[src/rtl/binning_pkg.sv]
// Shared types and constants for the two-stage binning mode scheduler.
package binning_pkg;

  typedef enum logic [1:0] {
    BIN_BYPASS = 2'd0,
    BIN_2X2    = 2'd1,
    BIN_4X4    = 2'd2,
    BIN_RSV    = 2'd3
  } bin_mode_t;

  localparam int ERR_GEOM    = 0;
  localparam int ERR_CFG     = 1;
  localparam int ERR_OVERLAP = 2;

  typedef enum logic [1:0] {
    S_IDLE  = 2'd0,
    S_FRAME = 2'd1,
    S_DRAIN = 2'd2
  } state_t;

  // Returns {bypass1, bypass0} for a committed mode.
  function automatic logic [1:0] mode_bypass(input bin_mode_t m);
    return {m != BIN_4X4, m == BIN_BYPASS};
  endfunction

endpackage

[src/rtl/binning_frame_meas.sv]
// Input frame geometry measurement: per-line pixel count, line count,
// line-width consistency and binning-divisibility checks.
module binning_frame_meas
  import binning_pkg::*;
#(
  parameter int LINE_SIZE_MAX   = 4096,
  parameter int FRAME_LINES_MAX = 4096
) (
  input  logic                               clk,
  input  logic                               rst,
  input  logic                               de,
  input  logic                               hs,
  input  logic                               vs,
  input  bin_mode_t                          active_mode,
  output logic [$clog2(LINE_SIZE_MAX):0]     frame_w,
  output logic [$clog2(FRAME_LINES_MAX):0]   frame_h,
  output logic                               frame_done,
  output logic                               geom_err
);

  localparam int WW = $clog2(LINE_SIZE_MAX) + 1;
  localparam int HW = $clog2(FRAME_LINES_MAX) + 1;
  localparam logic [WW-1:0] PIX_MAX  = WW'(LINE_SIZE_MAX);
  localparam logic [HW-1:0] LINE_MAX = HW'(FRAME_LINES_MAX);

  logic          vs_q, hs_q;
  logic [WW-1:0] pix_cnt, ref_w, end_w;
  logic [HW-1:0] line_cnt, end_h;
  logic          line_end, frame_end, first_line, width_bad, div_bad;
  logic [1:0]    mask;

  always_comb begin
    // vs_q keeps a line ending on the same cycle as vs falling inside the frame
    line_end   = hs && !hs_q && (vs || vs_q) && (pix_cnt != '0);
    frame_end  = vs_q && !vs;
    first_line = (line_cnt == '0);
    width_bad  = line_end && !first_line && (pix_cnt != ref_w);
    end_w      = (line_end && first_line) ? pix_cnt : ref_w;
    end_h      = (line_end && line_cnt != LINE_MAX) ? line_cnt + 1'b1 : line_cnt;
    case (active_mode)
      BIN_2X2: mask = 2'b01;
      BIN_4X4: mask = 2'b11;
      default: mask = 2'b00;
    endcase
    div_bad  = frame_end && (((end_w[1:0] | end_h[1:0]) & mask) != 2'b00);
    geom_err = width_bad || div_bad;
  end

  always_ff @(posedge clk or posedge rst) begin
    if (rst) begin
      vs_q       <= 1'b0;
      hs_q       <= 1'b0;
      pix_cnt    <= '0;
      line_cnt   <= '0;
      ref_w      <= '0;
      frame_w    <= '0;
      frame_h    <= '0;
      frame_done <= 1'b0;
    end else begin
      vs_q       <= vs;
      hs_q       <= hs;
      frame_done <= frame_end;
      if (frame_end) begin
        frame_w  <= end_w;
        frame_h  <= end_h;
        pix_cnt  <= '0;
        line_cnt <= '0;
        ref_w    <= '0;
      end else if (line_end) begin
        if (first_line) ref_w <= pix_cnt;
        if (line_cnt != LINE_MAX) line_cnt <= line_cnt + 1'b1;
        pix_cnt <= '0;
      end else if (vs && de && pix_cnt != PIX_MAX) begin
        pix_cnt <= pix_cnt + 1'b1;
      end
    end
  end

endmodule

[src/rtl/binning_ctrl.sv]
// Frame-synchronous mode scheduler for the 2x2 -> 2x2 binning cascade:
// holds software requests and commits them only while the whole chain is idle.
module binning_ctrl
  import binning_pkg::*;
#(
  parameter int LINE_SIZE_MAX   = 4096,
  parameter int FRAME_LINES_MAX = 4096,
  parameter int FRAME_CNT_WIDTH = 16
) (
  input  logic                               clk,
  input  logic                               rst,
  input  logic [1:0]                         mode_i,
  input  logic                               mode_wr_i,
  input  logic                               de_i,
  input  logic                               hs_i,
  input  logic                               vs_i,
  input  logic                               vs_last_i,
  input  logic                               err_clr_i,
  output logic                               bypass0_o,
  output logic                               bypass1_o,
  output logic [1:0]                         active_mode_o,
  output logic                               pend_o,
  output logic [$clog2(LINE_SIZE_MAX):0]     frame_w_o,
  output logic [$clog2(FRAME_LINES_MAX):0]   frame_h_o,
  output logic                               frame_done_o,
  output logic [FRAME_CNT_WIDTH-1:0]         frame_cnt_o,
  output logic [2:0]                         err_o
);

  state_t    state, state_next;
  bin_mode_t pend_mode, active_mode;
  logic      pend, bypass0, bypass1;
  logic      commit, frame_start, overlap, wr_ok, wr_bad, geom_err;
  logic [FRAME_CNT_WIDTH-1:0] frame_cnt;
  logic [2:0] err, err_next;

  assign wr_ok  = mode_wr_i && (mode_i != BIN_RSV);
  assign wr_bad = mode_wr_i && (mode_i == BIN_RSV);

  always_comb begin
    state_next  = state;
    commit      = 1'b0;
    frame_start = 1'b0;
    overlap     = 1'b0;
    case (state)
      S_IDLE:
        if (vs_i) begin
          state_next  = S_FRAME;
          frame_start = 1'b1;
        end else if (!vs_last_i && pend) begin
          commit = 1'b1;
        end
      S_FRAME:
        if (!vs_i) state_next = S_DRAIN;
      S_DRAIN:
        // a new frame before the last stage drained would mix settings
        if (vs_i) begin
          state_next  = S_FRAME;
          frame_start = 1'b1;
          overlap     = 1'b1;
        end else if (!vs_last_i) begin
          state_next = S_IDLE;
        end
      default: state_next = S_IDLE;
    endcase
  end

  always_comb begin
    err_next = err_clr_i ? 3'b000 : err;
    if (geom_err) err_next[ERR_GEOM]    = 1'b1;
    if (wr_bad)   err_next[ERR_CFG]     = 1'b1;
    if (overlap)  err_next[ERR_OVERLAP] = 1'b1;
  end

  always_ff @(posedge clk or posedge rst) begin
    if (rst) begin
      state       <= S_IDLE;
      pend        <= 1'b0;
      pend_mode   <= BIN_BYPASS;
      active_mode <= BIN_BYPASS;
      bypass0     <= 1'b1;
      bypass1     <= 1'b1;
      frame_cnt   <= '0;
      err         <= '0;
    end else begin
      state <= state_next;
      err   <= err_next;
      // a write coinciding with a commit stays pending; the commit uses the old value
      if (wr_ok) begin
        pend      <= 1'b1;
        pend_mode <= bin_mode_t'(mode_i);
      end else if (commit) begin
        pend <= 1'b0;
      end
      if (commit) begin
        active_mode        <= pend_mode;
        {bypass1, bypass0} <= mode_bypass(pend_mode);
      end
      if (frame_start) frame_cnt <= frame_cnt + 1'b1;
    end
  end

  binning_frame_meas #(
    .LINE_SIZE_MAX  (LINE_SIZE_MAX),
    .FRAME_LINES_MAX(FRAME_LINES_MAX)
  ) u_meas (
    .clk        (clk),
    .rst        (rst),
    .de         (de_i),
    .hs         (hs_i),
    .vs         (vs_i),
    .active_mode(active_mode),
    .frame_w    (frame_w_o),
    .frame_h    (frame_h_o),
    .frame_done (frame_done_o),
    .geom_err   (geom_err)
  );

  assign bypass0_o     = bypass0;
  assign bypass1_o     = bypass1;
  assign active_mode_o = active_mode;
  assign pend_o        = pend;
  assign frame_cnt_o   = frame_cnt;
  assign err_o         = err;

endmodule

[config.mk]
export PLATFORM = sky130hd
export DESIGN_NAME = binning_ctrl
export DESIGN_NICKNAME = d
export VERILOG_FILES = /design/src/rtl/binning_pkg.sv /design/src/rtl/binning_frame_meas.sv /design/src/rtl/binning_ctrl.sv
export SDC_FILE = /design/constraint.sdc
export NUM_CORES = 1
export LEC_CHECK = 0
export BUFFER_PORTS_ARGS = -buffer_cell sky130_fd_sc_hd__buf_2
export CAP_MARGIN = 20
export CORE_UTILIZATION = 55
export CTS_CLUSTER_DIAMETER = 200
export DETAILED_ROUTE_END_ITERATION = 8
export HOLD_SLACK_MARGIN = 0.1
export PLACE_DENSITY = 0.81
export SETUP_SLACK_MARGIN = 0.02
export SYNTH_ARGS = -nofsm -noshare
export SYNTH_HDL_FRONTEND = slang
export SYNTH_HIERARCHICAL = 1
export SYNTH_SLANG_ARGS = --single-unit
[constraint.sdc]
create_clock -name clk -period 2.52 [get_ports clk]
set_input_delay 0.504 -clock clk [delete_from_list [all_inputs] [get_ports clk]]
set_output_delay 0.504 -clock clk [all_outputs]
set_load 0.005 [all_outputs]
==> qor.csv <==
stage,metric,value,unit
cts,CTS clock-pin slew for the worst setup and hold paths,0.10,ns
synth,asr flop ratio synth,100,%
cts,Root Buffer,clkbuf_8,
timing,Slew headroom,49.8,%
power_and_ir_drop,Worst VDD drop,581,uV
timing,setup violators final,0,
floorplanning,Top-Level Pins,61,
global_routing,antenna violations before repair,0,
place,Placed Instances,570,
finish,share of layout cells above drive strength 1,22.9,%
detailed_routing,Pre-antenna DRT Iters,5,
detailed_routing,DR DRC count,0,
timing,Hold WS,0.267,ns
synth,synth top area cells,"dfrtp_1 (53%), xnor2_1 (6.1%), nand2_1 (4.3%)",
synth,post-synthesis sequential area ratio,54.0,%
worst_setup_path,Crit Path Class,reg2reg,
synth,Synth area leader,dfrtp_1,
timing,final critical-path required period,2.22,ns
worst_setup_path,Crit-path slowest cell,dfrtp_1,
finish,final net count,496,
global_routing,gr ovfl total,0,
floorplanning,area of the core,7770,um^2
worst_setup_path,critical path cell sequence,"inv_1, ha_1, nor4b_4, nand4_1, and3b_1, o31ai_1, o221ai_1, a21o_1",
global_routing,vias in the first global route,3127,
worst_setup_path,cell family with most CP delay,simple AND/OR/NAND/NOR gates,
worst_setup_path,crit path capture type,register,
power_and_ir_drop,PwrDens,676,nW/um^2
timing,Final Hold Vio Count,0,
place,GPL Wtd Cong,0.820,
timing,RSZ-0062 raised after global routing,false,
finish,Finished Cell Area,5080,um^2
place,placed cell area,4860,um^2
detailed_routing,total number of vias,3198,
synth,Post-synth EDFFs,0,
power_and_ir_drop,Leak,2.50,nW
synth,Mapped Area,4450,um^2
detailed_routing,"antenna viol nets, final",0,
cts,H-tree Lvls,3,
worst_setup_path,worst endpoint data arrival time,2.47,ns
global_routing,total global routing track utilization,22.7,%
floorplanning,die width,92.0,um
cts,Max Root-Sink Buffers,2,
global_routing,first-pass GRT wire length,14900,um
synth,"Top FF cell, synth",dfrtp_1,
detailed_routing,Total Wirelength,8940,um
synth,Yosys reg bits,96,
floorplanning,height of the die,92.0,um
timing,period utilization,88.0,%
synth,share of the synthesized area in the top cell type,52.8,%
cts,clock latency on the worst-skew pair,0.36,ns
timing,setup_tns,0,ns
timing,worst slew pin tran,0.753,ns
global_routing,largest net degree at the start of global routing,39,
cts,CTS Buf Count,9,
outcome,status,finished clean,
timing,Pins Over Slew Limit,0,
cts,CTS tree,built,
floorplanning,area of the die,8460,um^2
finish,antenna cells,0,
finish,Area Growth Syn to Fin,14.0,%
place,Port Buffer Count,60,
hold_path,Hold Path Class,in2reg,
cts,Post-CTS Resized,0,
finish,Finished Layout Cells,587,
synth,syn nets,431,
synth,Post-Syn Instances,415,
timing,clock skew,0.0134,ns
worst_setup_path,critical path buffer and inverter count,1,
place,HPWL after DPL,6420,um
floorplanning,Initial Utilization,57.3,%
worst_setup_path,Worst Path Max Fanout,7,
detailed_routing,DRT iter0 DRCs,230,
synth,syn avg cell area,10.7,um^2
flow_run,max-cap check violation count,0,
worst_setup_path,Max stage delay on crit path,0.47,ns
cts,clk sink count,96,
worst_setup_path,Startpoint Class,register,
synth,Synth Warn #,6,
worst_setup_path,Critical Path RT,2.77,ns
detailed_routing,vias per std cell,5.45,
floorplanning,row cnt,32,
timing,max frequency,0.451,GHz
synth,Cell variety after synth,54,
finish,fillcell total,626,
detailed_routing,WL/cell,15.2,um
## metrics by stage
stage	total power [mW]	util (%)	worst slack (ns)
final	3.43	65.4	0.303
after global routing	3.60	65.4	0.161
after CTS	3.46	65.4	0.334
after detailed placement	2.42	62.6	0.237
after global placement	2.39	62.6	0.332
after floorplan	2.21	-	0.304
## layer usage
metal / part of all wire [%] / GRT usage (%) / up-vias / wire, um
met4: 1.9 / 8.98 / 0 / 169
met1: 47 / 32.1 / 1548 / 4230
met2: 45 / 34.3 / 111 / 4040
met5: 0 / 0 / - / 0
li1: - / - / 1521 / -
met3: 5.7 / 4.73 / 18 / 506
## report_power, final
group          switching, mW  total (mW)  internal, mW  leakage (nW)
clock network          0.541        1.03         0.492         0.107
logic                  0.314       0.592         0.278          1.10
registers              0.143        1.81          1.66          1.30
total                  0.998        3.43          2.43          2.50
## synthesized netlist by cell type (3+ instances only)
master,instances
ha_1,6
buf_2,4
mux2i_1,15
a21oi_1,3
nor4_2,3
clkbuf_1,9
mux2_2,3
nand4_1,9
dfrtp_1,94
xnor2_1,31
xor2_1,19
and3_1,7
nand3_1,10
nor2_1,51
nor3_1,6
buf_6,3
nor2b_1,4
inv_1,14
nand2b_1,3
nand2_1,51
o21ai_1,16
nor4_1,3
o21ai_0,12
## state kept, by name, summed over array words and instances, names as in the netlist
| register | count |
|---|---|
| u_meas/hs_q | 1 |
| u_meas/frame_h | 13 |
| u_meas/vs_q | 1 |
| u_meas/frame_w | 13 |
| u_meas/pix_cnt | 13 |
| u_meas/line_cnt | 13 |
| u_meas/ref_w | 13 |
| active_mode_o | 2 |
| err_o | 3 |
| pend_o | 1 |
| bypass1_o | 1 |
| bypass0_o | 1 |
| pend_mode | 2 |
| state | 2 |
| u_meas/frame_done | 1 |
| frame_cnt_o | 16 |
## worst paths after layout
path | startpoint | endpoint | slack, ns | cells past startpoint
min reg2reg | bypass0_o$_DFFE_PP1P_ | bypass0_o$_DFFE_PP1P_ | 0.48 | 2
max | u_meas/line_cnt[1]$_DFFE_PP0P_ | err_o[0]$_DFFE_PP0P_ | 0.30 | 8
max reg2reg | u_meas/line_cnt[1]$_DFFE_PP0P_ | err_o[0]$_DFFE_PP0P_ | 0.30 | 8
min | hs_i | u_meas/hs_q$_DFF_PP0_ | 0.27 | 1
max in group asynchronous | rst | u_meas/frame_w[1]$_DFFE_PP0P_ | 0.99 | 4
min in group asynchronous | rst | err_o[0]$_DFFE_PP0P_ | 0.57 | 3
## layout by cell type (no fill, tap or decap), types with 2 or more instances in the layout
| cell | count |
|---|---|
| nand3_2 | 2 |
| o21ai_0 | 12 |
| nand4_1 | 9 |
| nor3_1 | 6 |
| buf_2 | 60 |
| xnor2_1 | 31 |
| ha_1 | 6 |
| a21oi_1 | 3 |
| nand2b_2 | 2 |
| buf_4 | 9 |
| nor3_4 | 2 |
| dfstp_2 | 2 |
| inv_6 | 2 |
| nor2b_1 | 4 |
| clkinv_2 | 2 |
| dfrtp_1 | 94 |
| nor4_2 | 3 |
| o31ai_1 | 2 |
| mux2i_1 | 15 |
| nor4_1 | 3 |
| nor2_1 | 51 |
| and3_1 | 7 |
| inv_1 | 13 |
| mux2_2 | 3 |
| clkbuf_8 | 10 |
| xor2_1 | 19 |
| nor4b_4 | 2 |
| nand3_1 | 10 |
| nand2_1 | 51 |
| a22o_1 | 2 |
| o21ai_1 | 16 |
| or3_1 | 2 |
| nand2b_1 | 2 |
| a31oi_1 | 2 |
## final cells by class
cell class / count / area (um^2) / share of cell area [%]
tap: 102 / 128 / 2.51
multi-input combinational: 289 / 1910 / 37.6
clock buffer: 10 / 138 / 2.71
timing repair buffer: 70 / 378 / 7.44
inverter: 14 / 52.6 / 1.04
sequential: 96 / 2400 / 47.4
clock inverter: 6 / 66.3 / 1.31
## worst reg2reg max path: stages, from the launching register on
cell and delay (ns):
dfrtp_1 0.47, inv_1 0.14, ha_1 0.17, nor4b_4 0.23, nand4_1 0.22, and3b_1 0.34
o31ai_1 0.22, o221ai_1 0.14, a21o_1 0.17
## timing repair
item / CTS / global route
hold buffers: 1 / 0
endpoints found under the hold margin: 1 / 0
setup buffers: 0 / 0
## cell families (layout without fill, tap and decap cells)
group	after synthesis	count (layout)	share of synthesized area (%)
compound gates	45	45	6.01
xor+xnor	51	51	10.2
fa+ha+maj	6	6	1.69
buf+inv	30	100	3.15
flops	96	96	54.0
mux	18	18	4.13
simple gates	169	169	20.8
Note: power is estimated with default switching activity, not from simulation.
